### config.mk
export PLATFORM = sky130hd
export DESIGN_NAME = bulk_ep_router
export DESIGN_NICKNAME = d
export VERILOG_FILES = /design/src/rtl/bulk_ep_pkg.sv /design/src/rtl/bulk_ep_pkt_limit.sv /design/src/rtl/bulk_ep_router.sv
export SDC_FILE = /design/constraint.sdc
export NUM_CORES = 1
export LEC_CHECK = 0
export ABC_AREA = 1
export CAP_MARGIN = 20
export CORE_UTILIZATION = 35
export CTS_CLUSTER_DIAMETER = 60
export DETAILED_ROUTE_END_ITERATION = 16
export PLACE_DENSITY_LB_ADDON = 0.3
export SETUP_SLACK_MARGIN = 0.15
export SYNTH_ARGS = -nofsm -noshare
export SYNTH_HDL_FRONTEND = slang
export SYNTH_SLANG_ARGS = --single-unit
### constraint.sdc
create_clock -name clk -period 1.9 [get_ports clk]
set_input_delay 0.38 -clock clk [delete_from_list [all_inputs] [get_ports clk]]
set_output_delay 0.38 -clock clk [all_outputs]
set_load 0.01 [all_outputs]
### src/rtl/bulk_ep_pkg.sv
// Shared constants and FSM encoding for the bulk endpoint router.
package bulk_ep_pkg;

  localparam int MAX_PKT_HS = 512;  // high-speed bulk max packet size
  localparam int MAX_PKT_FS = 64;   // full-speed bulk max packet size
  localparam int PKT_CNT_W  = 10;   // byte counter width, covers 0..MAX_PKT_HS
  localparam int STAT_W     = 16;   // per-channel packet counter width

  typedef enum logic [1:0] {
    ST_IDLE     = 2'd0,
    ST_IN_XFER  = 2'd1,
    ST_OUT_XFER = 2'd2,
    ST_DRAIN    = 2'd3
  } state_t;

endpackage

### src/rtl/bulk_ep_pkt_limit.sv
// Per-direction packet byte counter with a terminal-count compare.
// o_limit rises once LIMIT bytes have been counted; the counter then holds.
module bulk_ep_pkt_limit
  import bulk_ep_pkg::*;
#(
  parameter int LIMIT = MAX_PKT_HS
) (
  input  logic clk,
  input  logic rst,
  input  logic i_clr,
  input  logic i_inc,
  output logic o_limit
);

  localparam logic [PKT_CNT_W-1:0] LIMIT_CNT = PKT_CNT_W'(LIMIT);

  logic [PKT_CNT_W-1:0] r_count;

  // Count bytes of the current packet, cleared between packets, saturating at LIMIT.
  // NOTE: registers use non-blocking assignments so every flop samples pre-edge values.
  always_ff @(posedge clk or posedge rst) begin
    if (rst) begin
      r_count <= '0;
    end else if (i_clr) begin
      r_count <= '0;
    end else if (i_inc && !o_limit) begin
      r_count <= r_count + 1'b1;
    end
  end

  assign o_limit = (r_count == LIMIT_CNT);

endmodule

### src/rtl/bulk_ep_router.sv
// N-channel bulk endpoint router between the TLP bulk port and per-endpoint FIFOs.
// Channel i serves endpoint EP_BASE+i in both directions. IN is a zero-latency
// pass-through with forced tlast at MAX_PKT; OUT uses a one-byte hold so the
// final byte can be tagged with tlast when the transfer ends.
// Optional: define BULK_EP_ROUTER_STATS_EN to enable per-channel packet counters.
module bulk_ep_router
  import bulk_ep_pkg::*;
#(
  parameter int NUM_CHAN   = 2,
  parameter int EP_BASE    = 1,
  parameter int HIGH_SPEED = 1
) (
  input  logic                       clk,
  input  logic                       rst,
  input  logic [3:0]                 blk_xfer_endpoint,
  input  logic                       blk_in_xfer,
  input  logic                       blk_out_xfer,
  output logic                       blk_xfer_in_has_data,
  output logic [7:0]                 blk_xfer_in_data,
  output logic                       blk_xfer_in_data_valid,
  input  logic                       blk_xfer_in_data_ready,
  output logic                       blk_xfer_in_data_last,
  output logic                       blk_xfer_out_ready_read,
  input  logic [7:0]                 blk_xfer_out_data,
  input  logic                       blk_xfer_out_data_valid,
  input  logic [NUM_CHAN-1:0]        ch_in_has_data,
  input  logic [8*NUM_CHAN-1:0]      ch_in_tdata,
  input  logic [NUM_CHAN-1:0]        ch_in_tvalid,
  input  logic [NUM_CHAN-1:0]        ch_in_tlast,
  output logic [NUM_CHAN-1:0]        ch_in_tready,
  output logic [NUM_CHAN-1:0]        ch_in_xfer,
  output logic [NUM_CHAN-1:0]        ch_out_xfer,
  input  logic [NUM_CHAN-1:0]        ch_out_ready_read,
  output logic [7:0]                 ch_out_tdata,
  output logic [NUM_CHAN-1:0]        ch_out_tvalid,
  output logic                       ch_out_tlast,
  input  logic [NUM_CHAN-1:0]        ch_out_tready,
  input  logic                       err_clr,
  output logic                       err_oversize,
  output logic                       err_overrun,
  output logic [STAT_W*NUM_CHAN-1:0] stat_in_pkts,
  output logic [STAT_W*NUM_CHAN-1:0] stat_out_pkts
);

  localparam int MAX_PKT = (HIGH_SPEED != 0) ? MAX_PKT_HS : MAX_PKT_FS;

  state_t               r_state;
  state_t               w_next;
  logic [3:0]           r_sel;
  logic                 r_in_done;
  logic [7:0]           r_hold;
  logic                 r_hold_vld;
  logic                 r_err_oversize;
  logic                 r_err_overrun;

  logic [3:0]           w_sel;
  logic                 w_hit;
  logic [NUM_CHAN-1:0]  w_onehot;
  logic [7:0]           w_src_data;
  logic                 w_src_valid;
  logic                 w_src_last;
  logic                 w_sink_ready;
  logic                 w_in_state;
  logic                 w_out_state;
  logic                 w_in_active;
  logic                 w_in_fire;
  logic                 w_in_limit;
  logic                 w_in_exit;
  logic                 w_out_strobe;
  logic                 w_out_accept;
  logic                 w_out_oversize;
  logic                 w_out_end;
  logic                 w_out_emit;
  logic                 w_out_overrun;
  logic                 w_out_limit;

  // Unsigned 4-bit wrap turns endpoints below EP_BASE into large values, i.e. misses.
  assign w_sel = blk_xfer_endpoint - 4'(EP_BASE);
  assign w_hit = (w_sel < 4'(NUM_CHAN));

  // Channel muxes: live-endpoint status lookups and latched-channel data path.
  // NOTE: every signal gets a default before the loop so no path infers a latch.
  always_comb begin
    blk_xfer_in_has_data    = 1'b0;
    blk_xfer_out_ready_read = 1'b0;
    w_onehot                = '0;
    w_src_data              = '0;
    w_src_valid             = 1'b0;
    w_src_last              = 1'b0;
    w_sink_ready            = 1'b0;
    for (int i = 0; i < NUM_CHAN; i++) begin
      if (w_sel == 4'(i)) begin
        blk_xfer_in_has_data    = ch_in_has_data[i];
        blk_xfer_out_ready_read = ch_out_ready_read[i];
      end
      if (r_sel == 4'(i)) begin
        w_onehot[i]  = 1'b1;
        w_src_data   = ch_in_tdata[8*i +: 8];
        w_src_valid  = ch_in_tvalid[i];
        w_src_last   = ch_in_tlast[i];
        w_sink_ready = ch_out_tready[i];
      end
    end
  end

  // Next-state decode; IN takes priority when both transfer flags rise together.
  always_comb begin
    w_next = r_state;
    case (r_state)
      ST_IDLE: begin
        if (blk_in_xfer) begin
          w_next = w_hit ? ST_IN_XFER : ST_DRAIN;
        end else if (blk_out_xfer) begin
          w_next = w_hit ? ST_OUT_XFER : ST_DRAIN;
        end
      end
      ST_IN_XFER:  if (!blk_in_xfer)  w_next = ST_IDLE;
      ST_OUT_XFER: if (!blk_out_xfer) w_next = ST_IDLE;
      ST_DRAIN:    if (!blk_in_xfer && !blk_out_xfer) w_next = ST_IDLE;
      default:     w_next = ST_IDLE;
    endcase
  end

  // Per-state datapath outputs: IN pass-through gating and OUT hold emission.
  always_comb begin
    w_in_state             = (r_state == ST_IN_XFER);
    w_out_state            = (r_state == ST_OUT_XFER);
    w_in_active            = w_in_state && !r_in_done;
    blk_xfer_in_data_valid = w_in_active && w_src_valid;
    blk_xfer_in_data_last  = blk_xfer_in_data_valid && (w_src_last || w_in_limit);
    blk_xfer_in_data       = w_in_state ? w_src_data : 8'h00;
    w_in_fire              = blk_xfer_in_data_valid && blk_xfer_in_data_ready;
    w_in_exit              = w_in_state && !blk_in_xfer;
    ch_in_tready           = (w_in_active && blk_xfer_in_data_ready) ? w_onehot : '0;
    ch_in_xfer             = w_in_state  ? w_onehot : '0;
    ch_out_xfer            = w_out_state ? w_onehot : '0;

    w_out_strobe   = w_out_state && blk_out_xfer && blk_xfer_out_data_valid;
    w_out_accept   = w_out_strobe && !w_out_limit;
    w_out_oversize = w_out_strobe && w_out_limit;
    w_out_end      = w_out_state && !blk_out_xfer;
    // The held byte leaves when a newer byte displaces it or the transfer ends.
    w_out_emit     = r_hold_vld && (w_out_accept || w_out_end);
    ch_out_tvalid  = w_out_emit ? w_onehot : '0;
    ch_out_tdata   = w_out_emit ? r_hold : 8'h00;
    ch_out_tlast   = w_out_emit && w_out_end;
    w_out_overrun  = w_out_emit && !w_sink_ready;
  end

  // IN forces tlast on byte MAX_PKT-1; OUT stops accepting after MAX_PKT bytes.
  bulk_ep_pkt_limit #(.LIMIT(MAX_PKT - 1)) u_in_limit (
    .clk     (clk),
    .rst     (rst),
    .i_clr   (!w_in_state),
    .i_inc   (w_in_fire),
    .o_limit (w_in_limit)
  );

  bulk_ep_pkt_limit #(.LIMIT(MAX_PKT)) u_out_limit (
    .clk     (clk),
    .rst     (rst),
    .i_clr   (!w_out_state),
    .i_inc   (w_out_accept),
    .o_limit (w_out_limit)
  );

  // State register; the channel is captured while idle so it is fixed on exit.
  always_ff @(posedge clk or posedge rst) begin
    if (rst) begin
      r_state <= ST_IDLE;
      r_sel   <= '0;
    end else begin
      r_state <= w_next;
      if (r_state == ST_IDLE) begin
        r_sel <= w_sel;
      end
    end
  end

  // IN end-of-packet flag: once a last byte is accepted the channel is gated off.
  always_ff @(posedge clk or posedge rst) begin
    if (rst) begin
      r_in_done <= 1'b0;
    end else if (!w_in_state) begin
      r_in_done <= 1'b0;
    end else if (w_in_fire && blk_xfer_in_data_last) begin
      r_in_done <= 1'b1;
    end
  end

  // OUT one-byte hold; emptied when the transfer ends so nothing leaks into the next.
  always_ff @(posedge clk or posedge rst) begin
    if (rst) begin
      r_hold     <= 8'h00;
      r_hold_vld <= 1'b0;
    end else if (!w_out_state || w_out_end) begin
      r_hold_vld <= 1'b0;
    end else if (w_out_accept) begin
      r_hold     <= blk_xfer_out_data;
      r_hold_vld <= 1'b1;
    end
  end

  // Sticky error flags; a fresh error in the clear cycle keeps the flag set.
  always_ff @(posedge clk or posedge rst) begin
    if (rst) begin
      r_err_oversize <= 1'b0;
      r_err_overrun  <= 1'b0;
    end else begin
      r_err_oversize <= (r_err_oversize && !err_clr) || w_out_oversize;
      r_err_overrun  <= (r_err_overrun  && !err_clr) || w_out_overrun;
    end
  end

  assign err_oversize = r_err_oversize;
  assign err_overrun  = r_err_overrun;

`ifdef BULK_EP_ROUTER_STATS_EN
  logic [STAT_W-1:0] r_stat_in  [NUM_CHAN];
  logic [STAT_W-1:0] r_stat_out [NUM_CHAN];

  // Count completed packets per channel at transfer exit; DRAIN never reaches here.
  // NOTE: the counter array is a handful of flops, not a RAM, so it is reset like any register.
  always_ff @(posedge clk or posedge rst) begin
    if (rst) begin
      for (int i = 0; i < NUM_CHAN; i++) begin
        r_stat_in[i]  <= '0;
        r_stat_out[i] <= '0;
      end
    end else begin
      for (int i = 0; i < NUM_CHAN; i++) begin
        if (w_in_exit && w_onehot[i]) begin
          r_stat_in[i] <= r_stat_in[i] + STAT_W'(1);
        end
        if (w_out_end && w_onehot[i]) begin
          r_stat_out[i] <= r_stat_out[i] + STAT_W'(1);
        end
      end
    end
  end

  for (genvar g = 0; g < NUM_CHAN; g++) begin : g_stat
    assign stat_in_pkts[g*STAT_W +: STAT_W]  = r_stat_in[g];
    assign stat_out_pkts[g*STAT_W +: STAT_W] = r_stat_out[g];
  end
`else
  assign stat_in_pkts  = '0;
  assign stat_out_pkts = '0;
`endif

endmodule
==> load_flow_metrics.sql, run 1 <==
INSERT INTO impl_metrics (metric_group, metric, value, unit) VALUES
('status', 'failed_checks', 'negative setup slack', ''),
('clock_network', 'numClockSinks', '38', ''),
('finish', 'num_antenna_cells', '0', ''),
('worst_setup_path', 'worst_path_max_delay_cell', 'dfrtp_1', ''),
('clock_network', 'cts_root_buffer', 'clkbuf_8', ''),
('timing', 'finalWorstPathRequiredPeriod', '2.13', 'ns'),
('die', 'die_area', '8800', 'um^2'),
('worst_setup_path', 'timing.critical_path.cells', 'inv_2 -> ha_4 -> nand3_4 -> nor2_4 -> nand2_2 -> nand2_2 -> nand2_4 -> nand2_8 -> nor2_2 -> buf_2', ''),
('synth', 'synth_edf_count', '0', ''),
('power_and_ir_drop', 'power_per_cell_area', '849', 'nW/um^2'),
('worst_setup_path', 'crit_required', '1.52', 'ns'),
('clock_network', 'cts_buffer_depth', '2', ''),
('grt', 'antenna_found_initial', '0', ''),
('placement', 'gp_congestion', '0.854', ''),
('timing', 'final_cycle_utilization_of_the_critical_path', '112', '%'),
('timing', 'timing_limited_maximum_frequency', '470', 'MHz'),
('synth', 'synth_cell_types', '30', ''),
('clock_network', 'cts_tree', 'done', ''),
('clock_network', 'worst_setup_hold_path_clk_slew', '0.08', 'ns'),
('drt', 'wire_per_inst', '12.8', 'um'),
('finish', 'layout-area-overhead-vs-synth', '67.8', '%'),
('drt', 'drtPass1Iterations', '4', ''),
('die', 'fp.dieW', '93.8', 'um'),
('drt', 'ant_nets', '0', ''),
('grt', 'grt_first_pass_wirelength', '13700', 'um'),
('finish', 'finish.net_count', '647', ''),
('synth', 'synthArstFlopShare', '100', '%'),
('placement', 'place_worst_setup_slack', '-0.710', 'ns'),
('timing', 'report.final.setup_viol', '37', ''),
('power_and_ir_drop', 'power.leakage', '2.46', 'nW'),
('clock_network', 'worst_skew_pair.late_latency', '0.30', 'ns'),
('die', 'std_cell_rows', '33', ''),
('drt', 'route.detailed.vias_per_inst', '4.48', ''),
('power_and_ir_drop', 'max-vdd-ir-drop', '0.619', 'mV'),
('worst_setup_path', 'timing.critical_path.from_type', 'flop', ''),
('timing', 'skew', '0.0125', 'ns'),
('synth', 'syn-mean-instance-area', '7.15', 'um^2'),
('worst_setup_path', 'critPathArrivalTime', '1.75', 'ns'),
('placement', 'placement.io_buffers', '75', ''),
('worst_setup_path', 'critical_path.endpoint_type', 'output port', ''),
('timing', 'setup_tns', '-5.81', 'ns'),
('die', 'coreArea', '8180', 'um^2'),
('min_path', 'worst_hold_path_type', 'in2reg', ''),
('clock_network', 'number_of_buffers_created_by_cts', '5', ''),
('worst_setup_path', 'criticalPathCategory', 'reg2out', ''),
('grt', 'pin_count_of_the_biggest_net_entering_global_routing', '39', ''),
('die', 'initial_core_util', '36.1', '%'),
('worst_setup_path', 'worst_path_most_repeated_cell', 'nand2_2', ''),
('synth', 'synth_seq_cells', '38', ''),
('drt', 'finalWirelength', '8990', 'um'),
('synth', 'synth.cells.most_frequent', '97 x nand2_1, 66 x buf_4, 44 x inv_1', ''),
('worst_setup_path', 'maximum_fanout_along_the_worst_path', '5', ''),
('synth', 'syn_area', '2950', 'um^2'),
('timing', 'final_hold_viol_count', '0', ''),
('synth', 'synth.area.top_cells', 'dfrtp_1 32%, buf_4 17%, nand2_1 12%', ''),
('synth', 'synthDominantCellAreaShare', '32.2', '%'),
('timing', 'rsz0062_at_grt', 'yes', ''),
('synth', 'synth-warning-count', '0', ''),
('drt', 'num_vias', '3144', ''),
('synth', 'yosysTopAreaCell', 'dfrtp_1', ''),
('synth', 'synth-main-ff-cell', 'dfrtp_1', ''),
('synth', 'syn-instance-count', '413', ''),
('flow_run', 'drv.max_cap_violation_count', '0', ''),
('finish', 'layout-drive-gt1-share', '37.9', '%'),
('placement', 'hpwl_dp', '5550', 'um'),
('die', 'die_h', '93.8', 'um'),
('timing', 'timing.final.ws_setup', '-0.227', 'ns'),
('grt', 'number_of_global_route_vias_before_repair', '3002', ''),
('grt', 'globalRouteOverflowTotal', '0', ''),
('drt', 'initialDrtViolationCount', '81', ''),
('synth', 'synth.most_common_cell', 'nand2_1', ''),
('worst_setup_path', 'cp_slowest_stage_delay', '0.42', 'ns'),
('drt', 'drc_errors', '0', ''),
('synth', 'synth.yosys.seq_area_share', '32.2', '%'),
('grt', 'total_routing_usage_gr', '19.8', '%'),
('status', 'status', 'complete, but fails checks', ''),
('die', 'ioPinCount', '140', ''),
('clock_network', 'maximum_level_of_the_cts_h_tree', '2', ''),
('finish', 'utilization', '60.6', '%'),
('timing', 'report.final.slew_viol_count', '0', '');
==> path summary, 6_finish.rpt <==
kind	cells after the start	end	slack, ns	startpoint
hold / removal	2	r_sel[0]	0.29	blk_xfer_endpoint[0]
max in group asynchronous	3	r_state[1]	1.01	rst
hold reg to reg	2	err_overrun	0.49	err_overrun
setup reg to reg	15	u_out_limit.r_count[2]	-0.17	u_out_limit.r_count[1]
setup / recovery	10	ch_out_tdata[6]	-0.23	u_out_limit.r_count[1]
min in group asynchronous	3	u_in_limit.r_count[6]	0.51	rst
==> logic make-up after synthesis <==
group / share of synthesized area (%)
other: 0.127
and+or+nand+nor: 31.6
xor gates and xnor gates: 2.08
buffers and inverters: 23.5
adders and majority gates: 2.54
DFF: 32.2
AOI/OAI and AO/OA: 7.93
==> timing repair <==
action / CTS / global route
setup buffers: 38 / 4
endpoints found under the hold margin: 0 / 0
gates resized for setup: 211 / 70
pin swaps: 40 / 33
endpoints found under the setup margin: 29 / 58
hold buffers: 0 / 0
cloned: 2 / 2
==> layout make-up <==
cell class	instances	area, um^2
clock inverters	2	12.5
inverters	47	186
flip-flops and latches	38	955
multi-input cells	325	1950
fillers	710	3220
clock buffers	6	82.6
repair buffers	179	1630
well taps	105	131
==> where the power goes <==
part           internal [mW]  total, mW  switching [mW]
Sequential             0.978       1.11           0.129
Clock                  0.292      0.595           0.303
Combinational           1.19       2.50            1.31
Total                   2.46       4.20            1.74
==> placed cells by master (no fill, tap or decap), types with 13 or more instances in the layout <==
master,count
buf_2,19
dfrtp_1,35
nand2_2,13
o21ai_0,13
nor2_1,22
nand2_1,83
buf_4,68
nor2_4,22
buf_6,42
clkdlybuf4s50_1,41
conb_1,64
inv_1,38
nand3_1,28
==> metal layers <==
layer	global-route usage [%]	wire [um]	share of wire, %	vias to the layer above
li1	-	-	-	1559
met1	25.2	3890	43	1493
met2	33.8	4660	52	76
met3	2.83	258	2.9	16
met4	6.92	176	2.0	0
met5	0	0	0	-
==> worst max-delay path, delay by kind of cell (launching register included) <==
family / cells / cell delay (ns)
DFF: 1 / 0.42
buffers and inverters: 2 / 0.22
and+or+nand+nor: 7 / 0.66
adders and majority gates: 1 / 0.14
==> through the flow <==
stage	power, mW	instance area (um^2)	std cells	hold slack [ns]
2_1_floorplan	1.93	3190	476	0.473
3_3_place_gp	2.53	4020	648	0.471
3_5_place_dp	2.56	4020	648	0.474
4_1_cts	3.83	4620	696	0.317
5_1_grt	4.46	4950	702	0.293
6_report	4.20	4950	702	0.291
==> state kept, by name, indices dropped and copies added, names as in the netlist <==
| signal | flops |
|---|---|
| r_state | 2 |
| r_in_done | 1 |
| err_overrun | 1 |
| r_hold_vld | 1 |
| r_sel | 4 |
| err_oversize | 1 |
| u_out_limit.r_count | 10 |
| r_hold | 8 |
| u_in_limit.r_count | 10 |
Power figures use the tool's default switching activity.
==> run 2: changes to the inputs <==
--- a/config.mk
+++ b/config.mk
@@ -8,8 +8,9 @@
 export ABC_AREA = 1
 export CAP_MARGIN = 20
 export CORE_UTILIZATION = 35
-export CTS_CLUSTER_DIAMETER = 60
+export CTS_CLUSTER_DIAMETER = 120
 export DETAILED_ROUTE_END_ITERATION = 16
+export GPL_TIMING_DRIVEN = 0
 export PLACE_DENSITY_LB_ADDON = 0.3
 export SETUP_SLACK_MARGIN = 0.15
 export SYNTH_ARGS = -nofsm -noshare
==> load_flow_metrics.sql, run 2 (synthesized netlist as in run 1, its figures left out) <==
INSERT INTO impl_metrics (metric_group, metric, value, unit) VALUES
('timing', 'skew', '0.00964', 'ns'),
('drt', 'route.detailed.vias_per_inst', '4.41', ''),
('placement', 'hpwl_dp', '5360', 'um'),
('drt', 'ant_nets', '0', ''),
('die', 'initial_core_util', '36.1', '%'),
('finish', 'final_cell_mix', '110 x buf_4, 87 x nand2_1, 64 x conb_1', ''),
('worst_setup_path', 'worst_path_max_delay_cell', 'dfrtp_1', ''),
('grt', 'total_routing_usage_gr', '19.2', '%'),
('grt', 'pin_count_of_the_biggest_net_entering_global_routing', '39', ''),
('timing', 'max_slew.worst_pin.slew', '0.820', 'ns'),
('timing', 'final_hold_viol_count', '0', ''),
('timing', 'report.final.slew_viol_count', '0', ''),
('finish', 'layout-drive-gt1-share', '38.9', '%'),
('placement', 'gp_congestion', '0.818', ''),
('die', 'coreArea', '8180', 'um^2'),
('min_path', 'worstHoldEndpoint', 'r_sel[0]', ''),
('finish', 'finish.net_count', '670', ''),
('power_and_ir_drop', 'intPower', '2.42', 'mW'),
('placement', 'dpl.cell_count', '656', ''),
('timing', 'timing.final.ws_setup', '-0.205', 'ns'),
('power_and_ir_drop', 'power.share.clock', '17.0', '%'),
('finish', 'layout-area-overhead-vs-synth', '68.5', '%'),
('worst_setup_path', 'critPathArrivalTime', '1.72', 'ns'),
('finish', 'utilization', '60.9', '%'),
('clock_network', 'numClockSinks', '38', ''),
('power_and_ir_drop', 'sequentialPowerShare', '27.5', '%'),
('drt', 'num_vias', '3194', ''),
('min_path', 'holdCritStartpoint', 'blk_xfer_endpoint[0]', ''),
('worst_setup_path', 'r2r_end', 'u_in_limit.r_count[9]', ''),
('finish', 'most_frequent_standard_cell_in_the_layout_excluding_fill_and_tap_cells', 'buf_4', ''),
('drt', 'drtPass1Iterations', '5', ''),
('drt', 'initialDrtViolationCount', '200', ''),
('clock_network', 'cts_buffer_depth', '2', ''),
('drt', 'wl_met3', '387', 'um'),
('worst_setup_path', 'timing.critical_path.cells', 'inv_2 -> ha_4 -> nand3_4 -> nor2_4 -> nand2_2 -> nand2_2 -> nand2_4 -> nand2_8 -> nor2_1 -> buf_2', ''),
('die', 'die_h', '93.8', 'um'),
('finish', 'nFillCells', '683', ''),
('timing', 'report.final.setup_viol', '33', ''),
('worst_setup_path', 'critical_path.endpoint_type', 'output port', ''),
('power_and_ir_drop', 'max-vdd-ir-drop', '0.453', 'mV'),
('clock_network', 'cts_root_buffer', 'clkbuf_8', ''),
('min_path', 'hold_path_depth', '2', ''),
('worst_setup_path', 'worstReg2RegStart', 'r_sel[3]', ''),
('worst_setup_path', 'cp_slowest_stage_delay', '0.40', 'ns'),
('timing', 'fin_worst_hold_slack', '0.292', 'ns'),
('flow_run', 'drv.max_cap_violation_count', '0', ''),
('worst_setup_path', 'regToRegSetupSlack', '-0.16', 'ns'),
('finish', 'final_cell_count_without_fillers', '725', ''),
('clock_network', 'worst_setup_hold_path_clk_slew', '0.08', 'ns'),
('timing', 'rsz0062_at_grt', 'yes', ''),
('worst_setup_path', 'criticalPathCategory', 'reg2out', ''),
('grt', 'antenna_found_initial', '0', ''),
('drt', 'wl_met2', '4620', 'um'),
('power_and_ir_drop', 'p_sw_share', '40.5', '%'),
('worst_setup_path', 'reg2reg_depth', '15', ''),
('timing', 'finalWorstPathRequiredPeriod', '2.10', 'ns'),
('die', 'std_cell_rows', '33', ''),
('power_and_ir_drop', 'design_power_total', '4.07', 'mW'),
('drt', 'wire_per_inst', '12.2', 'um'),
('grt', 'number_of_global_route_vias_before_repair', '2878', ''),
('min_path', 'worst_hold_path_type', 'in2reg', ''),
('clock_network', 'worst_skew_pair.late_latency', '0.30', 'ns'),
('clock_network', 'cts_tree', 'done', ''),
('grt', 'globalRouteOverflowTotal', '0', ''),
('placement', 'place_worst_setup_slack', '-0.832', 'ns'),
('finish', 'top_regs', 'u_in_limit.r_count: 10 flops, u_out_limit.r_count: 10 flops, r_hold: 8 flops', ''),
('drt', 'topRoutingLayerUsed', 'met4', ''),
('clock_network', 'maximum_level_of_the_cts_h_tree', '2', ''),
('power_and_ir_drop', 'comb_power_share', '55.5', '%'),
('clock_network', 'number_of_buffers_created_by_cts', '5', ''),
('power_and_ir_drop', 'power.leakage', '2.57', 'nW'),
('placement', 'placement.io_buffers', '75', ''),
('status', 'failed_checks', 'negative setup slack', ''),
('drt', 'drc_errors', '0', ''),
('power_and_ir_drop', 'switching_power', '1.65', 'mW'),
('power_and_ir_drop', 'power_per_cell_area', '818', 'nW/um^2'),
('clock_network', 'ctsHoldBuffers', '0', ''),
('worst_setup_path', 'worst_path_most_repeated_cell', 'nand2_2', ''),
('worst_setup_path', 'crit_required', '1.52', 'ns'),
('timing', 'timing_limited_maximum_frequency', '475', 'MHz'),
('status', 'status', 'complete, but fails checks', ''),
('die', 'die_area', '8800', 'um^2'),
('worst_setup_path', 'maximum_fanout_along_the_worst_path', '5', ''),
('drt', 'met1_length', '3660', 'um'),
('grt', 'grt_first_pass_wirelength', '13300', 'um'),
('worst_setup_path', 'timing.critical_path.from_type', 'flop', ''),
('timing', 'final_cycle_utilization_of_the_critical_path', '111', '%'),
('die', 'ioPinCount', '140', ''),
('timing', 'max_slew_margin', '45.2', '%'),
('finish', 'num_antenna_cells', '0', ''),
('drt', 'finalWirelength', '8870', 'um'),
('die', 'fp.dieW', '93.8', 'um');
[run 2: cell types whose count changed in the layout (fill, tap and decap cells not counted), moves of 3 or more]
cell | previous run | this run
o21ai_2 | 3 | 0
buf_4 | 68 | 110
buf_6 | 42 | 25
nand2_2 | 13 | 9
inv_2 | 6 | 9
o21ai_0 | 13 | 19
nand2_1 | 83 | 87
o21ai_1 | 7 | 4
[run 2: repair_timing]
item	4_1_cts	5_1_grt
endpoints found under the setup margin	29	42
pin swaps	29	22
cloned	3	0
setup buffers	45	13
hold endpoints to repair	0	0
gates resized for setup	209	43
[run 2: final cells by class]
cell class                 instances  area (um^2)  share of cell area, %
inverter                          47          186                   3.75
multi-input combinational        325         1870                   37.7
timing repair buffer             133         1190                   23.9
sequential                        38          957                   19.2
tap                              105          131                   2.64
clock buffer                       5         68.8                   1.38
clock inverter                     3         40.0                  0.805
buffer                            69          527                   10.6
[run 2: stage by stage]
step           cell area, um^2  setup TNS, ns
6_report                  4970          -5.01
4_1_cts                   4700          -1.93
3_3_place_gp              4070         -23.46
5_1_grt                   4970          -7.58
2_1_floorplan             3190              0
3_5_place_dp              4070         -14.26
[run 2: worst max path at each step]
stage / from / endpoint / slack [ns] / depth (start not counted)
6_report: u_out_limit.r_count[0] / ch_out_tdata[2] / -0.20 / 10
5_1_grt: r_sel[3] / blk_xfer_in_data_last / -0.28 / 7
4_1_cts: u_out_limit.r_count[1] / ch_out_tdata[0] / -0.16 / 10
3_5_place_dp: blk_xfer_endpoint[0] / blk_xfer_out_ready_read / -0.83 / 9
3_3_place_gp: blk_xfer_endpoint[0] / blk_xfer_in_has_data / -0.79 / 9
2_1_floorplan: u_out_limit.r_count[0] / ch_out_tdata[0] / 0.22 / 9
[run 2: worst max-delay path, delay by kind of cell (launching register included)]
kind,cells,cell delay (ns)
AND/OR/NAND/NOR,7,0.67
adder cells (fa/ha/maj),1,0.15
flip-flops,1,0.40
buffers and inverters,2,0.22
[run 2: per-layer routing]
layer / GRT usage [%] / vias up
met5: 0 / -
met4: 6.79 / 0
met3: 2.67 / 18
met2: 33.0 / 93
met1: 24.4 / 1476
li1: - / 1607
[run 2: power groups by stage]
stage,Clock [mW],Combinational [mW],Sequential (mW)
2_1_floorplan,0,0.854,1.07
3_3_place_gp,0,1.23,1.09
3_5_place_dp,0,1.25,1.10
4_1_cts,0.698,2.00,1.11
5_1_grt,0.734,2.42,1.13
6_report,0.692,2.26,1.12
